===== src/rtl/controle_comparador_mag_pkg.sv =====
// Shared definitions for the frame max/min sequencer: state encoding and default geometry.
package controle_comparador_mag_pkg;

  typedef enum logic [1:0] {
    IDLE = 2'd0,
    RUN  = 2'd1,
    DONE = 2'd2
  } ctrlState_t;

  localparam int DEF_WIDTH = 4;
  localparam int DEF_N     = 8;

endpackage


===== src/rtl/controle_comparador_mag_comparador.sv =====
// Unsigned magnitude comparator reused every cycle by the sequencer.
module comparador_mag_param #(
  parameter int WIDTH = 4
) (
  input  logic [WIDTH-1:0] a,
  input  logic [WIDTH-1:0] b,
  output logic             eq,
  output logic             gt,
  output logic             lt
);

  assign eq = (a == b);
  assign gt = (a > b);
  assign lt = (a < b);

endmodule


===== src/rtl/controle_comparador_mag.sv =====
// Streams a frame of N samples through two shared comparators and reports the
// frame maximum/minimum plus the index of the first occurrence of each.
module controle_comparador_mag
  import controle_comparador_mag_pkg::*;
#(
  parameter int WIDTH = DEF_WIDTH,
  parameter int N = DEF_N,
  localparam int IDXW = $clog2(N)
) (
  input  logic            clk,
  input  logic            rst_n,
  input  logic            start,
  input  logic            abort,
  input  logic            in_valid,
  input  logic [WIDTH-1:0] in_data,
  output logic            in_ready,
  output logic            out_valid,
  input  logic            out_ready,
  output logic [WIDTH-1:0] max_val,
  output logic [WIDTH-1:0] min_val,
  output logic [IDXW-1:0] max_idx,
  output logic [IDXW-1:0] min_idx,
  output logic            busy
);

  localparam logic [IDXW-1:0] LAST_IDX = IDXW'(N - 1);

  ctrlState_t      stateReg;
  logic [IDXW-1:0] cntReg;
  logic [WIDTH-1:0] maxValReg, minValReg;
  logic [IDXW-1:0] maxIdxReg, minIdxReg;
  logic            inReadyReg, outValidReg, busyReg;

  logic gtMax, ltMin;
  logic unusedEqA, unusedLtA, unusedEqB, unusedGtB;

  comparador_mag_param #(.WIDTH(WIDTH)) compMax (
    .a (in_data),
    .b (maxValReg),
    .eq(unusedEqA),
    .gt(gtMax),
    .lt(unusedLtA)
  );

  comparador_mag_param #(.WIDTH(WIDTH)) compMin (
    .a (in_data),
    .b (minValReg),
    .eq(unusedEqB),
    .gt(unusedGtB),
    .lt(ltMin)
  );

  // Handshake flags are registered together with the state so they never glitch.
  always_ff @(posedge clk or negedge rst_n) begin
    if (!rst_n) begin
      stateReg    <= IDLE;
      cntReg      <= '0;
      maxValReg   <= '0;
      minValReg   <= '0;
      maxIdxReg   <= '0;
      minIdxReg   <= '0;
      inReadyReg  <= 1'b0;
      outValidReg <= 1'b0;
      busyReg     <= 1'b0;
    end else begin
      case (stateReg)
        IDLE: begin
          if (start) begin
            stateReg   <= RUN;
            cntReg     <= '0;
            inReadyReg <= 1'b1;
            busyReg    <= 1'b1;
          end
        end
        RUN: begin
          if (abort) begin
            // Abort wins over a sample offered in the same cycle.
            stateReg   <= IDLE;
            cntReg     <= '0;
            inReadyReg <= 1'b0;
            busyReg    <= 1'b0;
          end else if (in_valid) begin
            if (cntReg == '0) begin
              maxValReg <= in_data;
              minValReg <= in_data;
              maxIdxReg <= '0;
              minIdxReg <= '0;
            end else begin
              // Strict compares keep the earliest index on ties.
              if (gtMax) begin
                maxValReg <= in_data;
                maxIdxReg <= cntReg;
              end
              if (ltMin) begin
                minValReg <= in_data;
                minIdxReg <= cntReg;
              end
            end
            if (cntReg == LAST_IDX) begin
              stateReg    <= DONE;
              cntReg      <= '0;
              inReadyReg  <= 1'b0;
              outValidReg <= 1'b1;
            end else begin
              cntReg <= cntReg + 1'b1;
            end
          end
        end
        DONE: begin
          if (out_ready) begin
            stateReg    <= IDLE;
            outValidReg <= 1'b0;
            busyReg     <= 1'b0;
          end
        end
        default: begin
          stateReg    <= IDLE;
          cntReg      <= '0;
          inReadyReg  <= 1'b0;
          outValidReg <= 1'b0;
          busyReg     <= 1'b0;
        end
      endcase
    end
  end

  assign in_ready  = inReadyReg;
  assign out_valid = outValidReg;
  assign busy      = busyReg;
  assign max_val   = maxValReg;
  assign min_val   = minValReg;
  assign max_idx   = maxIdxReg;
  assign min_idx   = minIdxReg;

endmodule


===== config.mk =====
export PLATFORM = sky130hd
export DESIGN_NAME = controle_comparador_mag
export DESIGN_NICKNAME = d
export VERILOG_FILES = /design/src/rtl/controle_comparador_mag_pkg.sv /design/src/rtl/controle_comparador_mag_comparador.sv /design/src/rtl/controle_comparador_mag.sv
export SDC_FILE = /design/constraint.sdc
export NUM_CORES = 1
export LEC_CHECK = 0
export ABC_AREA = 1
export BUFFER_PORTS_ARGS = -buffer_cell sky130_fd_sc_hd__buf_2
export CORE_AREA = 8 8 69 71
export CTS_BUF_LIST = sky130_fd_sc_hd__clkbuf_4
export CTS_CLUSTER_DIAMETER = 40
export DETAILED_ROUTE_END_ITERATION = 10
export DIE_AREA = 0 0 77 79
export GPL_TIMING_DRIVEN = 0
export PLACE_DENSITY_LB_ADDON = 0.25
export SYNTH_ARGS = -nofsm -noshare
export SYNTH_HDL_FRONTEND = slang
export SYNTH_SLANG_ARGS = --single-unit

===== constraint.sdc =====
create_clock -name clk -period 1.7 [get_ports clk]
set_clock_uncertainty 0.1 [all_clocks]
set_input_delay 0.34 -clock clk [delete_from_list [all_inputs] [get_ports clk]]
set_output_delay 0.34 -clock clk [all_outputs]
set_load 0.02 [all_outputs]

## Yosys cells after proc, flatten, opt, wreduce, memory -nomap -nowiden

Cells that the tools add are included.

| storage, ports and cells | value |
|---|---|
| register bits after elaboration | 22 |
| input port bits | 10 |
| output and inout bits | 17 |
| word-level logic and storage cells | 68 |

| cells by class | value |
|---|---|
| $add $sub $neg | 1 |
| $lt $le $gt $ge | 2 |
| equal/unequal tests | 11 |
| multiplexer cells | 31 |
| bitwise logic cells | 3 |
| reduce and logical (&&, ||, !) cells | 11 |

Operators by type and width:

| operator | count |
|---|---|
| 2-to-1 mux 3 bit | 8 |
| 2-to-1 mux 4 bit | 4 |
| AND reduction 4 bit | 4 |
| != test 2 bit, second input constant | 6 |
| 2-to-1 mux 2 bit | 5 |
| 2-to-1 mux 1 bit | 9 |
| one-hot mux 1 bit (3 select lines) | 3 |
| one-hot mux 3 bit (3 select lines) | 1 |
| != test 3 bit, second input constant | 2 |
| one-hot mux 2 bit (3 select lines) | 1 |
| AND reduction 3 bit | 2 |
| AND reduction 5 bit | 1 |
| greater-than comparator 4 bit | 1 |
| less-than comparator 4 bit | 1 |
| nonzero test 2 bit | 2 |
| adder 3 x 1 -> 3 bit, second input constant | 1 |
| == test 3 bit, second input constant | 1 |
| zero test 3 bit | 1 |
| NOT 1 bit | 3 |
| == test 2 x 1 -> 1 bit, second input constant | 1 |
| == test 2 bit, second input constant | 1 |
| zero test 2 bit | 1 |

## Logic depth before layout (Yosys ltp)

Gate-level depths: netlist of the first run.

| logic depth | value |
|---|---|
| word-level depth | 5 |
| gate-level depth with buffers | 12 |
| depth with buffers taken out | 12 |

## Cells and area by module

Synthesis of the first run repeated with hierarchy kept, for this count alone.

| second synthesis, totals | value |
|---|---|
| cell total of the unflattened synthesis | 172 |
| area total of the unflattened synthesis | 1285.0 µm² |

By module, submodules not included:

| module | instances | cells an instance | area an instance (µm²) | seq. area each (µm²) |
|---|---|---|---|---|
| controle_comparador_mag | 1 | 132 | 1054.8 | 550.5 |
| comparador_mag_param | 2 | 20 | 115.1 | 0.0 |

## Least setup slack after synthesis of the first run

OpenSTA, ideal clock, no wires.

| path | value |
|---|---|
| path type | register -> register |
| start point | reg maxValReg[3] (netlist: max_val[3]) |
| end point | reg maxValReg[0] (netlist: max_val[0]) |
| setup time | 0.117 ns |
| arrival | 1.408 ns |
| required time | 1.483 ns |
| setup slack | 0.075 ns |
| cell stages (with the launch flop) | 12 |
| buffers on the path | 0 |
| period minus slack after synthesis | 1.625 ns |
| cells stage by stage | dfrtp_1 > inv_1 > ha_1 > nand2_1 > inv_1 > nand2_1 > nand2_1 > nand2_1 > nand2_1 > nand2_2 > nand2_1 > nand2_1 |

| between the ends | value |
|---|---|
| cells in the longest elaborated chain, start to end | 3 |

Ends and longest elaborated chain:

| item | line | text |
|---|---|---|
| start: declaration | controle_comparador_mag.sv:30 | `logic [WIDTH-1:0] maxValReg, minValReg;` |
| start signal: assignment | controle_comparador_mag.sv:84 | `maxValReg <= in_data;` |
| start signal: assignment | controle_comparador_mag.sv:91 | `maxValReg <= in_data;` |
| greater-than comparator 4 bit | controle_comparador_mag_comparador.sv:13 | `assign gt = (a > b);` |
| nonzero test 2 bit (no line) | n/a |  |
| AND reduction 4 bit (no line) | n/a |  |

Every way passes these cells.
A chain may end at the register's enable or synchronous reset.

## Worst setup path after layout of the first run

| path | value |
|---|---|
| start point | reg minValReg[3] (netlist: min_val[3]) |
| end point | reg minIdxReg[0] (netlist: min_idx[0]) |

| between the ends | value |
|---|---|
| cells in the longest elaborated chain, start to end | 3 |

Ends and longest elaborated chain:

| item | line | text |
|---|---|---|
| start: declaration | controle_comparador_mag.sv:30 |  |
| start signal: assignment | controle_comparador_mag.sv:85 | `minValReg <= in_data;` |
| start signal: assignment | controle_comparador_mag.sv:95 | `minValReg <= in_data;` |
| less-than comparator 4 bit | controle_comparador_mag_comparador.sv:14 | `assign lt = (a < b);` |
| nonzero test 2 bit (no line) | n/a |  |
| AND reduction 4 bit (no line) | n/a |  |
| end signal: assignment | controle_comparador_mag.sv:96 | `minIdxReg <= cntReg;` |
| end: declaration | controle_comparador_mag.sv:31 | `logic [IDXW-1:0] maxIdxReg, minIdxReg;` |

Every way passes these cells.

==> flow_summary_export.csv, run 1 <==
group,metric,value,unit
min_path,hold_depth,3,
power_and_ir_drop,p_comb_share,53.0,%
power_and_ir_drop,power_frac_clock,10.8,%
clocking,cts.path.max_buffers,2,
run_status,status,"complete, no violations",
sta,slew_headroom,67.6,%
place,dp_hpwl,2060,µm
global_routing,grt_pass1_wl,4600,µm
synth,synthDistinctLibCells,16,
setup_path,cp_max_fo,8,
min_path,worstHoldStart,"start",
cells_and_area,syn_to_final_growth,21.6,%
clocking,cts-root-buf,"clkbuf_4",
drt,drc_errors,0,
sta,max_freq,653,MHz
power_and_ir_drop,vdd_drop_max,547,µV
drt,postRouteAntennaNets,0,
floorplanning,die_h,79,µm
sta,worst_slack,0.168,ns
global_routing,overflow,0,
drt,drtIter0Drc,34,
floorplanning,die_area,6080,µm²
place,portBuffers,26,
cells_and_area,drive_gt1_share,23.0,%
floorplanning,num_rows,23,
sta,setup_viol,0,
setup_path,r2r_start,"min_val[3]$_DFFE_PN0P_",
setup_path,path_class,"reg -> reg",
power_and_ir_drop,p_sw,1.04,mW
synth,syn_area_per_cell,8.06,µm²
setup_path,end_kind,"register",
floorplanning,ios,27,
min_path,min_path_type,"in -> reg",
global_routing,grt_pass1_vias,1091,
place,dpl.cell_count,229,
global_routing,globalRouteTotalUtil,9.12,%
clocking,cts_buffers,3,
synth,ys_warn_count,0,
global_routing,grt_max_degree,23,
sta,finalHoldViolations,0,
power_and_ir_drop,p_leak,0.887,nW
synth,seq_area_frac_synth,44.7,%
sta,worstMarginPinSlew,0.485,ns
drt,wl_per_cell,11.0,µm
drt,drtPass1Iterations,4,
drt,vias_per_cell,4.40,
floorplanning,start_util,32.4,%
power_and_ir_drop,swShare,46.0,%
clocking,cts.sinks,22,
sta,grt_setup_unrepaired,"false",
cells_and_area,seq_area,551,µm²
clocking,cts_tree,"built",
cells_and_area,nets,208,
clocking,clk_latency,0.30,ns
drt,vias,1042,
power_and_ir_drop,powerDensity,1510,nW/µm²
setup_path,crit_required,1.81,ns
sta,drv_slew,0,
sta,period_needed,1.53,ns
floorplanning,die_w,77,µm
global_routing,antenna_found_initial,0,
setup_path,ff2ff_path_depth,8,
synth,synthesis.nets,173,
cells_and_area,n_antenna_cell,0,
cells_and_area,fin_util,39.5,%
floorplanning,design.core.area,3800,µm²
setup_path,crit_start,"min_val[3]$_DFFE_PN0P_",
cells_and_area,final_cells,237,
power_and_ir_drop,p_seq_share,36.2,%
setup_path,arrival,1.64,ns
sta,setup_tns,0,ns
sta,holdWs,0.187,ns
cells_and_area,multi_input_area,601,µm²
place,gp_congestion,0.715,
clocking,htreeDepth,1,
place,place_worst_setup_slack,-0.0629,ns
synth,syn_inst,153,
synth,synth-seq-cells,22,
synth,synth_area,1230,µm²
cells_and_area,nFillCells,401,
sta,finalCritPeriodShare,90.1,%
setup_path,worstSetupStartpointType,"register",
drt,finalWirelength,2610,µm
power_and_ir_drop,p_int,1.22,mW
clocking,clk_pin_slew,0.12,ns
run,drv_cap,0,
[cell type report]
class | instances | area share, %
inverters | 21 | 5.43
clock buffers | 3 | 1.50
repair buffers | 30 | 10.9
multi-input cells | 109 | 40.1
well taps | 50 | 4.17
flip-flops and latches | 22 | 36.7
plain buffers | 1 | 1.00
clock inverters | 1 | 0.250
[sequential cells by signal, indices dropped and copies added, names as in the netlist]
register,flops
busy,1
cntReg,3
in_ready,1
max_idx,3
max_val,4
min_idx,3
min_val,4
out_valid,1
stateReg,2
[metal layers]
| layer | part of all wire, % | global-route usage [%] | wire length, µm | up-vias |
|---|---|---|---|---|
| li1 | - | - | - | 550 |
| met1 | 47 | 10.0 | 1230 | 471 |
| met2 | 47 | 16.2 | 1240 | 19 |
| met3 | 4.9 | 2.82 | 128 | 2 |
| met4 | 0.38 | 3.40 | 10 | 0 |
| met5 | 0 | 0 | 0 | - |
[placed cells by master (no fill, tap or decap), types with 2 or more instances in the layout]
master,n
inv_1,19
buf_4,3
nor2_1,6
nand2_2,2
dfrtp_1,22
nor2_8,2
nand2_1,54
nand3_1,19
nand2_4,3
buf_2,26
a21oi_1,4
o21ai_0,7
ha_1,10
clkbuf_4,3
[synthesized netlist by cell type (all sizes together)]
master | instances | area share (%)
nand2 | 59 | 19
dfrtp | 22 | 45
inv | 21 | 6.6
nand3 | 19 | 7.7
ha | 10 | 10
nor2 | 8 | 5.1
o21ai | 7 | 2.8
a21oi | 4 | 1.6
buf | 1 | 1.2
o21bai | 1 | 0.61
or2 | 1 | 0.51
[per-stage QoR]
step	cell area, µm²	power [mW]
finish	1500	2.26
CTS	1460	2.22
detailed placement	1430	1.96
global placement	1430	1.95
floorplan	1230	1.64
global route	1500	2.50
[timing repair]
| action | 4_1_cts | 5_1_grt |
|---|---|---|
| setup endpoints to repair | 0 | 14 |
| setup buffers | 0 | 3 |
| hold endpoints to repair | 22 | 0 |
| hold buffers | 1 | 0 |
| gates resized for setup | 0 | 4 |
[critical path, cell delays in order (launching register included)]
cell	delay, ns
dfrtp_1	0.39
inv_1	0.05
ha_1	0.28
a21oi_1	0.14
nand2_1	0.08
nand2_2	0.13
nand2_2	0.13
nand2_1	0.08
nand2_1	0.06
[power groups by stage]
stage | Clock [mW] | Combinational [mW] | Sequential, mW
after floorplan | 0 | 0.649 | 0.991
after global placement | 0 | 1.11 | 0.833
after detailed placement | 0 | 1.13 | 0.837
after CTS | 0.259 | 1.13 | 0.827
after global routing | 0.279 | 1.38 | 0.848
final | 0.244 | 1.19 | 0.818
[path summary, 6_finish.rpt]
check / endpoint / slack, ns
max in group asynchronous: max_val[1]$_DFFE_PN0P_ / 0.76
worst max-delay path: min_idx[0]$_DFFE_PN0P_ / 0.17
worst min register to register: max_idx[1]$_DFFE_PN0P_ / 0.38
min in group asynchronous: in_ready$_DFFE_PN0P_ / 0.41
worst min-delay path: busy$_DFFE_PN0P_ / 0.19
worst max register to register: min_idx[0]$_DFFE_PN0P_ / 0.17
[cell families after synthesis]
group,share of synthesized area [%]
buffers and inverters,7.82
AO/OA/AOI/OAI,5.08
AND/OR/NAND/NOR,32.3
flip-flops,44.7
adder cells (fa/ha/maj),10.2
Note: power is estimated with default switching activity, not from simulation.
==> run 2: changes to the inputs <==
--- a/config.mk
+++ b/config.mk
@@ -8,7 +8,6 @@
 export ABC_AREA = 1
 export BUFFER_PORTS_ARGS = -buffer_cell sky130_fd_sc_hd__buf_2
 export CORE_AREA = 8 8 69 71
-export CTS_BUF_LIST = sky130_fd_sc_hd__clkbuf_4
 export CTS_CLUSTER_DIAMETER = 40
 export DETAILED_ROUTE_END_ITERATION = 10
 export DIE_AREA = 0 0 77 79
==> flow_summary_export.csv, run 2 (same netlist as run 1, synthesis figures left out) <==
group,metric,value,unit
clocking,clk_pin_slew,0.08,ns
sta,max_freq,657,MHz
setup_path,cp.depth,8,
run,drv_cap,0,
setup_path,path_class,"reg -> reg",
drt,postRouteAntennaNets,0,
sta,setup_viol,0,
clocking,cts_tree,"built",
global_routing,grt_max_degree,23,
global_routing,grt_pass1_vias,1096,
setup_path,worstSetupStartpointType,"register",
power_and_ir_drop,power_frac_clock,15.7,%
power_and_ir_drop,vdd_drop_max,593,µV
global_routing,grt_pass1_wl,4590,µm
setup_path,critPathMaxStageDelay,0.37,ns
drt,vias,1048,
power_and_ir_drop,p_seq_share,34.3,%
place,dpl.cell_count,229,
clocking,clk_latency,0.26,ns
floorplanning,num_rows,23,
place,dp_hpwl,2060,µm
drt,drc_errors,0,
drt,finalWirelength,2600,µm
setup_path,arrival,1.58,ns
cells_and_area,syn_to_final_growth,24.0,%
min_path,min_path_type,"in -> reg",
sta,period_needed,1.52,ns
power_and_ir_drop,p_total,2.39,mW
clocking,cts.path.max_buffers,2,
run_status,status,"complete, no violations",
setup_path,end_kind,"register",
cells_and_area,final_common_cell,"nand2_1",
setup_path,crit_required,1.75,ns
sta,slew_headroom,67.6,%
cells_and_area,n_antenna_cell,0,
clocking,htreeDepth,1,
power_and_ir_drop,p_leak,0.901,nW
cells_and_area,most-common-layout-cells,"nand2_1 (54), buf_2 (26), dfrtp_1 (22)",
drt,drtPass1Iterations,4,
power_and_ir_drop,p_comb_share,50.1,%
setup_path,timing.critical_path.buf_inv,1,
sta,worstMarginPinSlew,0.486,ns
setup_path,path_delay_family,"simple AND/OR/NAND/NOR gates",
drt,vias_per_cell,4.42,
drt,wl_per_cell,11.0,µm
setup_path,cp_max_fo,8,
power_and_ir_drop,p_sw,1.04,mW
cells_and_area,drive_gt1_share,23.5,%
sta,finalCritPeriodShare,89.5,%
floorplanning,die_h,79,µm
drt,drtIter0Drc,34,
setup_path,ff2ff_path_depth,8,
cells_and_area,nets,208,
power_and_ir_drop,p_int,1.34,mW
cells_and_area,nFillCells,396,
global_routing,antenna_found_initial,0,
global_routing,globalRouteTotalUtil,9.09,%
clocking,cts_buffers,3,
floorplanning,ios,27,
floorplanning,design.core.area,3800,µm²
min_path,hold_depth,3,
setup_path,cp_slowest_cell,"dfrtp_1",
place,portBuffers,26,
cells_and_area,fin_util,40.2,%
power_and_ir_drop,powerDensity,1560,nW/µm²
sta,grt_setup_unrepaired,"false",
setup_path,path_cells,"inv_1 > ha_1 > a21oi_1 > nand2_1 > nand2_2 > nand2_2 > nand2_1 > nand2_1",
sta,finalHoldViolations,0,
clocking,cts.sinks,22,
sta,drv_slew,0,
clocking,cts-root-buf,"clkbuf_8",
floorplanning,die_area,6080,µm²
setup_path,cpMostUsedCell,"nand2_1",
cells_and_area,final_cells,237,
place,gp_congestion,0.715,
global_routing,overflow,0,
floorplanning,start_util,32.4,%
power_and_ir_drop,swShare,43.8,%
floorplanning,die_w,77,µm
## run 2: worst paths after layout
path                                                to                    from  slack [ns]
worst max-delay path            min_idx[0]$_DFFE_PN0P_  min_val[3]$_DFFE_PN0P_        0.18
worst min-delay path                  busy$_DFFE_PN0P_                   start        0.24
worst max register to register  min_idx[0]$_DFFE_PN0P_  min_val[3]$_DFFE_PN0P_        0.18
worst min register to register  max_idx[1]$_DFFE_PN0P_  max_idx[1]$_DFFE_PN0P_        0.37
max in group asynchronous       max_val[0]$_DFFE_PN0P_                   rst_n        0.70
min in group asynchronous        out_valid$_DFFE_PN0P_                   rst_n        0.46
## run 2: area by class of cell
| cell class | count | area [µm²] | share of cell area [%] |
|---|---|---|---|
| buffer | 1 | 15.0 | 0.983 |
| clock buffer | 4 | 55.1 | 3.60 |
| inverter | 21 | 81.3 | 5.32 |
| multi-input combinational | 109 | 601 | 39.3 |
| sequential | 22 | 551 | 36.0 |
| tap | 50 | 62.6 | 4.09 |
| timing repair buffer | 30 | 163 | 10.6 |
## run 2: power groups by stage
| stage | combinational, mW | clock [mW] | sequential (mW) |
|---|---|---|---|
| 3_3_place_gp | 1.11 | 0 | 0.833 |
| 4_1_cts | 1.13 | 0.390 | 0.828 |
| 3_5_place_dp | 1.13 | 0 | 0.837 |
| 5_1_grt | 1.38 | 0.409 | 0.850 |
| 2_1_floorplan | 0.649 | 0 | 0.991 |
| 6_report | 1.19 | 0.374 | 0.817 |
## run 2: worst reg2reg max path: cells and delay by family, from the launching register on
family / cells / cell delay (ns)
AO/OA/AOI/OAI: 1 / 0.14
AND/OR/NAND/NOR: 5 / 0.48
flip-flops: 1 / 0.37
buffers and inverters: 1 / 0.05
adder cells (fa/ha/maj): 1 / 0.28
## run 2: per-stage QoR
step / setup slack, ns / TNS (ns) / cell area, µm² / hold slack [ns]
global placement: -0.0689 / -0.442 / 1430 / 0.238
global route: 0.0401 / 0 / 1530 / 0.256
detailed placement: -0.0629 / -0.390 / 1430 / 0.237
floorplan: 0.0747 / 0 / 1230 / -0.0556
CTS: 0.0216 / 0 / 1490 / 0.234
finish: 0.178 / 0 / 1530 / 0.240
## run 2: routing by layer
metal	track usage, %	vias up	share of wire (%)
met1	9.82	473	47
met5	0	-	0
li1	-	550	-
met3	2.48	2	5.1
met2	16.7	23	48
met4	3.40	0	0.38
## run 2: timing repair
action                                 CTS  global route
hold buffers                             1             0
gates resized for setup                  0             4
setup endpoints to repair                0            14
endpoints found under the hold margin   22             0
setup buffers                            0             3
==> run 3: changes to the inputs <==
--- a/config.mk
+++ b/config.mk
@@ -5,12 +5,11 @@
 export SDC_FILE = /design/constraint.sdc
 export NUM_CORES = 1
 export LEC_CHECK = 0
-export ABC_AREA = 1
 export BUFFER_PORTS_ARGS = -buffer_cell sky130_fd_sc_hd__buf_2
-export CORE_AREA = 8 8 69 71
+export CORE_AREA = 8 8 67 69
 export CTS_CLUSTER_DIAMETER = 40
 export DETAILED_ROUTE_END_ITERATION = 10
-export DIE_AREA = 0 0 77 79
+export DIE_AREA = 0 0 75 77
 export GPL_TIMING_DRIVEN = 0
 export PLACE_DENSITY_LB_ADDON = 0.25
 export SYNTH_ARGS = -nofsm -noshare
==> flow_summary_export.csv, run 3 <==
group,metric,value,unit
run_status,status,"finished, violations left",
run_status,violations,"negative setup slack",
drt,drc_errors,0,
drt,postRouteAntennaNets,0,
floorplanning,start_util,33.6,%
setup_path,arrival,1.86,ns
clocking,cts.path.max_buffers,2,
setup_path,cp_max_fo,6,
global_routing,grt_pass1_vias,986,
power_and_ir_drop,p_int,1.39,mW
sta,worst_slack,-0.0605,ns
power_and_ir_drop,power_frac_clock,18.6,%
synth,synth-seq-cells,22,
clocking,cts.sinks,22,
drt,vias,968,
clocking,htreeDepth,1,
min_path,min_path_type,"in -> reg",
setup_path,worstSetupStartpointType,"register",
sta,worstMarginPinSlew,0.510,ns
drt,wl_per_cell,13.7,µm
drt,vias_per_cell,4.82,
sta,period_needed,1.76,ns
drt,drtPass1Iterations,4,
place,portBuffers,26,
synth,synth_area_leaders,"dfrtp_1 (47%), ha_1 (11%), mux2_2 (8.6%)",
sta,setup_viol,5,
cells_and_area,nets,174,
power_and_ir_drop,swShare,35.4,%
synth,seq_area_frac_synth,46.8,%
global_routing,grt_pass1_wl,4440,µm
run,drv_cap,0,
sta,max_freq,568,MHz
cells_and_area,drive_gt1_share,50.3,%
global_routing,globalRouteTotalUtil,9.57,%
cells_and_area,n_antenna_cell,0,
power_and_ir_drop,p_comb_share,46.6,%
synth,synth.most_common_cell,"dfrtp_1",
synth,synth-main-ff-cell,"dfrtp_1",
synth,synth_largest_area_cell,"dfrtp_1",
place,dp_hpwl,1950,µm
drt,finalWirelength,2750,µm
place,place_worst_setup_slack,-0.191,ns
floorplanning,ios,27,
sta,finalHoldViolations,0,
clocking,clk_latency,0.30,ns
synth,synth_area,1180,µm²
cells_and_area,stdcell_area,1660,µm²
setup_path,end_kind,"register",
place,dpl_cell_area,1410,µm²
setup_path,path_class,"reg -> reg",
synth,synthesis.nets,134,
synth,synth_common_cells,"dfrtp_1 (22), inv_1 (15), nand2_1 (11)",
setup_path,crit_start,"max_val[1]$_DFFE_PN0P_",
min_path,hold_depth,3,
power_and_ir_drop,p_total,2.15,mW
clocking,cts_tree,"built",
cells_and_area,final_cells,201,
global_routing,grt_max_degree,23,
global_routing,overflow,0,
setup_path,reg2reg_slack,-0.06,ns
synth,syn_area_per_cell,10.3,µm²
place,dpl.cell_count,188,
power_and_ir_drop,vdd_drop_max,436,µV
floorplanning,die_w,75,µm
sta,slew_headroom,66.0,%
cells_and_area,nFillCells,347,
synth,synthDistinctLibCells,25,
synth,synth_top_area_share,46.8,%
cells_and_area,syn_to_final_growth,41.2,%
synth,async_reset_ff_share,100,%
synth,synth_edf_count,0,
min_path,hold_end,"stateReg[0]$_DFFE_PN0P_",
floorplanning,die_h,77,µm
clocking,cts_buffers,3,
min_path,worstHoldStart,"start",
synth,syn_inst,114,
floorplanning,design.core.area,3500,µm²
setup_path,crit_required,1.80,ns
cells_and_area,most-common-layout-cells,"buf_2 (26), dfrtp_1 (15), nand2_1 (11)",
synth,ys_warn_count,0,
setup_path,r2r_start,"max_val[1]$_DFFE_PN0P_",
cells_and_area,fin_util,47.5,%
clocking,clk_pin_slew,0.12,ns
place,gp_congestion,0.767,
sta,grt_setup_unrepaired,"true",
sta,finalCritPeriodShare,104,%
power_and_ir_drop,p_sw,0.761,mW
power_and_ir_drop,p_leak,0.773,nW
setup_path,r2r-end,"max_val[1]$_DFFE_PN0P_",
power_and_ir_drop,powerDensity,1290,nW/µm²
setup_path,ff2ff_path_depth,7,
drt,drtIter0Drc,27,
cells_and_area,final_common_cell,"buf_2",
floorplanning,die_area,5780,µm²
floorplanning,num_rows,22,
clocking,cts-root-buf,"clkbuf_4",
sta,drv_slew,0,
power_and_ir_drop,p_seq_share,34.9,%
global_routing,antenna_found_initial,0,
[run 3: kinds of logic after synthesis]
kind of cell / count (synthesis) / synth area share (%)
fa+ha+maj: 10 / 10.6
buf+inv: 16 / 5.11
compound gates: 24 / 13.4
simple gates: 31 / 13.7
mux: 11 / 10.3
flops: 22 / 46.8
[run 3: metal layers]
| metal | part of all wire, % | wire length, µm | GRT usage, % |
|---|---|---|---|
| met4 | 0.54 | 15 | 2.94 |
| met1 | 43 | 1170 | 12.6 |
| met5 | 0 | 0 | 0 |
| met2 | 51 | 1400 | 14.6 |
| met3 | 6.1 | 167 | 2.47 |
[run 3: area by class of cell]
type                    count  area [µm²]  area share [%]
inverters                  15        56.3            3.39
flip-flops and latches     22         559            33.7
clock buffers               3        22.5            1.36
clock inverters             1        30.0            1.81
plain buffers               1        3.75           0.226
repair buffers             35         216            13.0
multi-input cells          76         712            42.9
well taps                  48        60.1            3.62
[run 3: per-stage QoR]
stage | setup TNS [ns] | hold WS, ns
6_report | -0.290 | 0.197
3_5_place_dp | -1.65 | 0.245
2_1_floorplan | -0.395 | -0.0556
5_1_grt | -0.651 | 0.192
3_3_place_gp | -1.39 | 0.243
4_1_cts | -0.337 | 0.178
[run 3: timing repair]
| item | 4_1_cts | 5_1_grt |
|---|---|---|
| hold buffers | 1 | 0 |
| buffers inserted | 6 | 4 |
| pin swaps | 4 | 7 |
| setup endpoints to repair | 11 | 11 |
| gates resized for setup | 9 | 13 |
| endpoints found under the hold margin | 22 | 0 |
[run 3: how the worst max path moves through the flow]
stage	end	slack, ns	cells past startpoint
6_report	max_val[1]$_DFFE_PN0P_	-0.06	7
5_1_grt	max_val[1]$_DFFE_PN0P_	-0.11	7
4_1_cts	max_val[1]$_DFFE_PN0P_	-0.07	6
3_5_place_dp	max_val[1]$_DFFE_PN0P_	-0.19	6
3_3_place_gp	max_val[1]$_DFFE_PN0P_	-0.16	6
2_1_floorplan	max_val[1]$_DFFE_PN0P_	-0.05	6
[run 3: worst max-delay path: stages, from the launching register on]
cell     delay [ns]
dfrtp_2        0.43
inv_2          0.07
ha_4           0.19
nor2b_4        0.13
o31ai_4        0.21
a21oi_4        0.09
buf_12         0.15
mux2_4         0.29
[run 3: power by group through the flow]
stage	Sequential (mW)	Combinational, mW	Clock, mW
finish	0.750	1.00	0.399
floorplan	0.897	0.405	0
global placement	0.756	0.766	0
CTS	0.749	0.921	0.424
global route	0.772	1.10	0.447
detailed placement	0.764	0.780	0
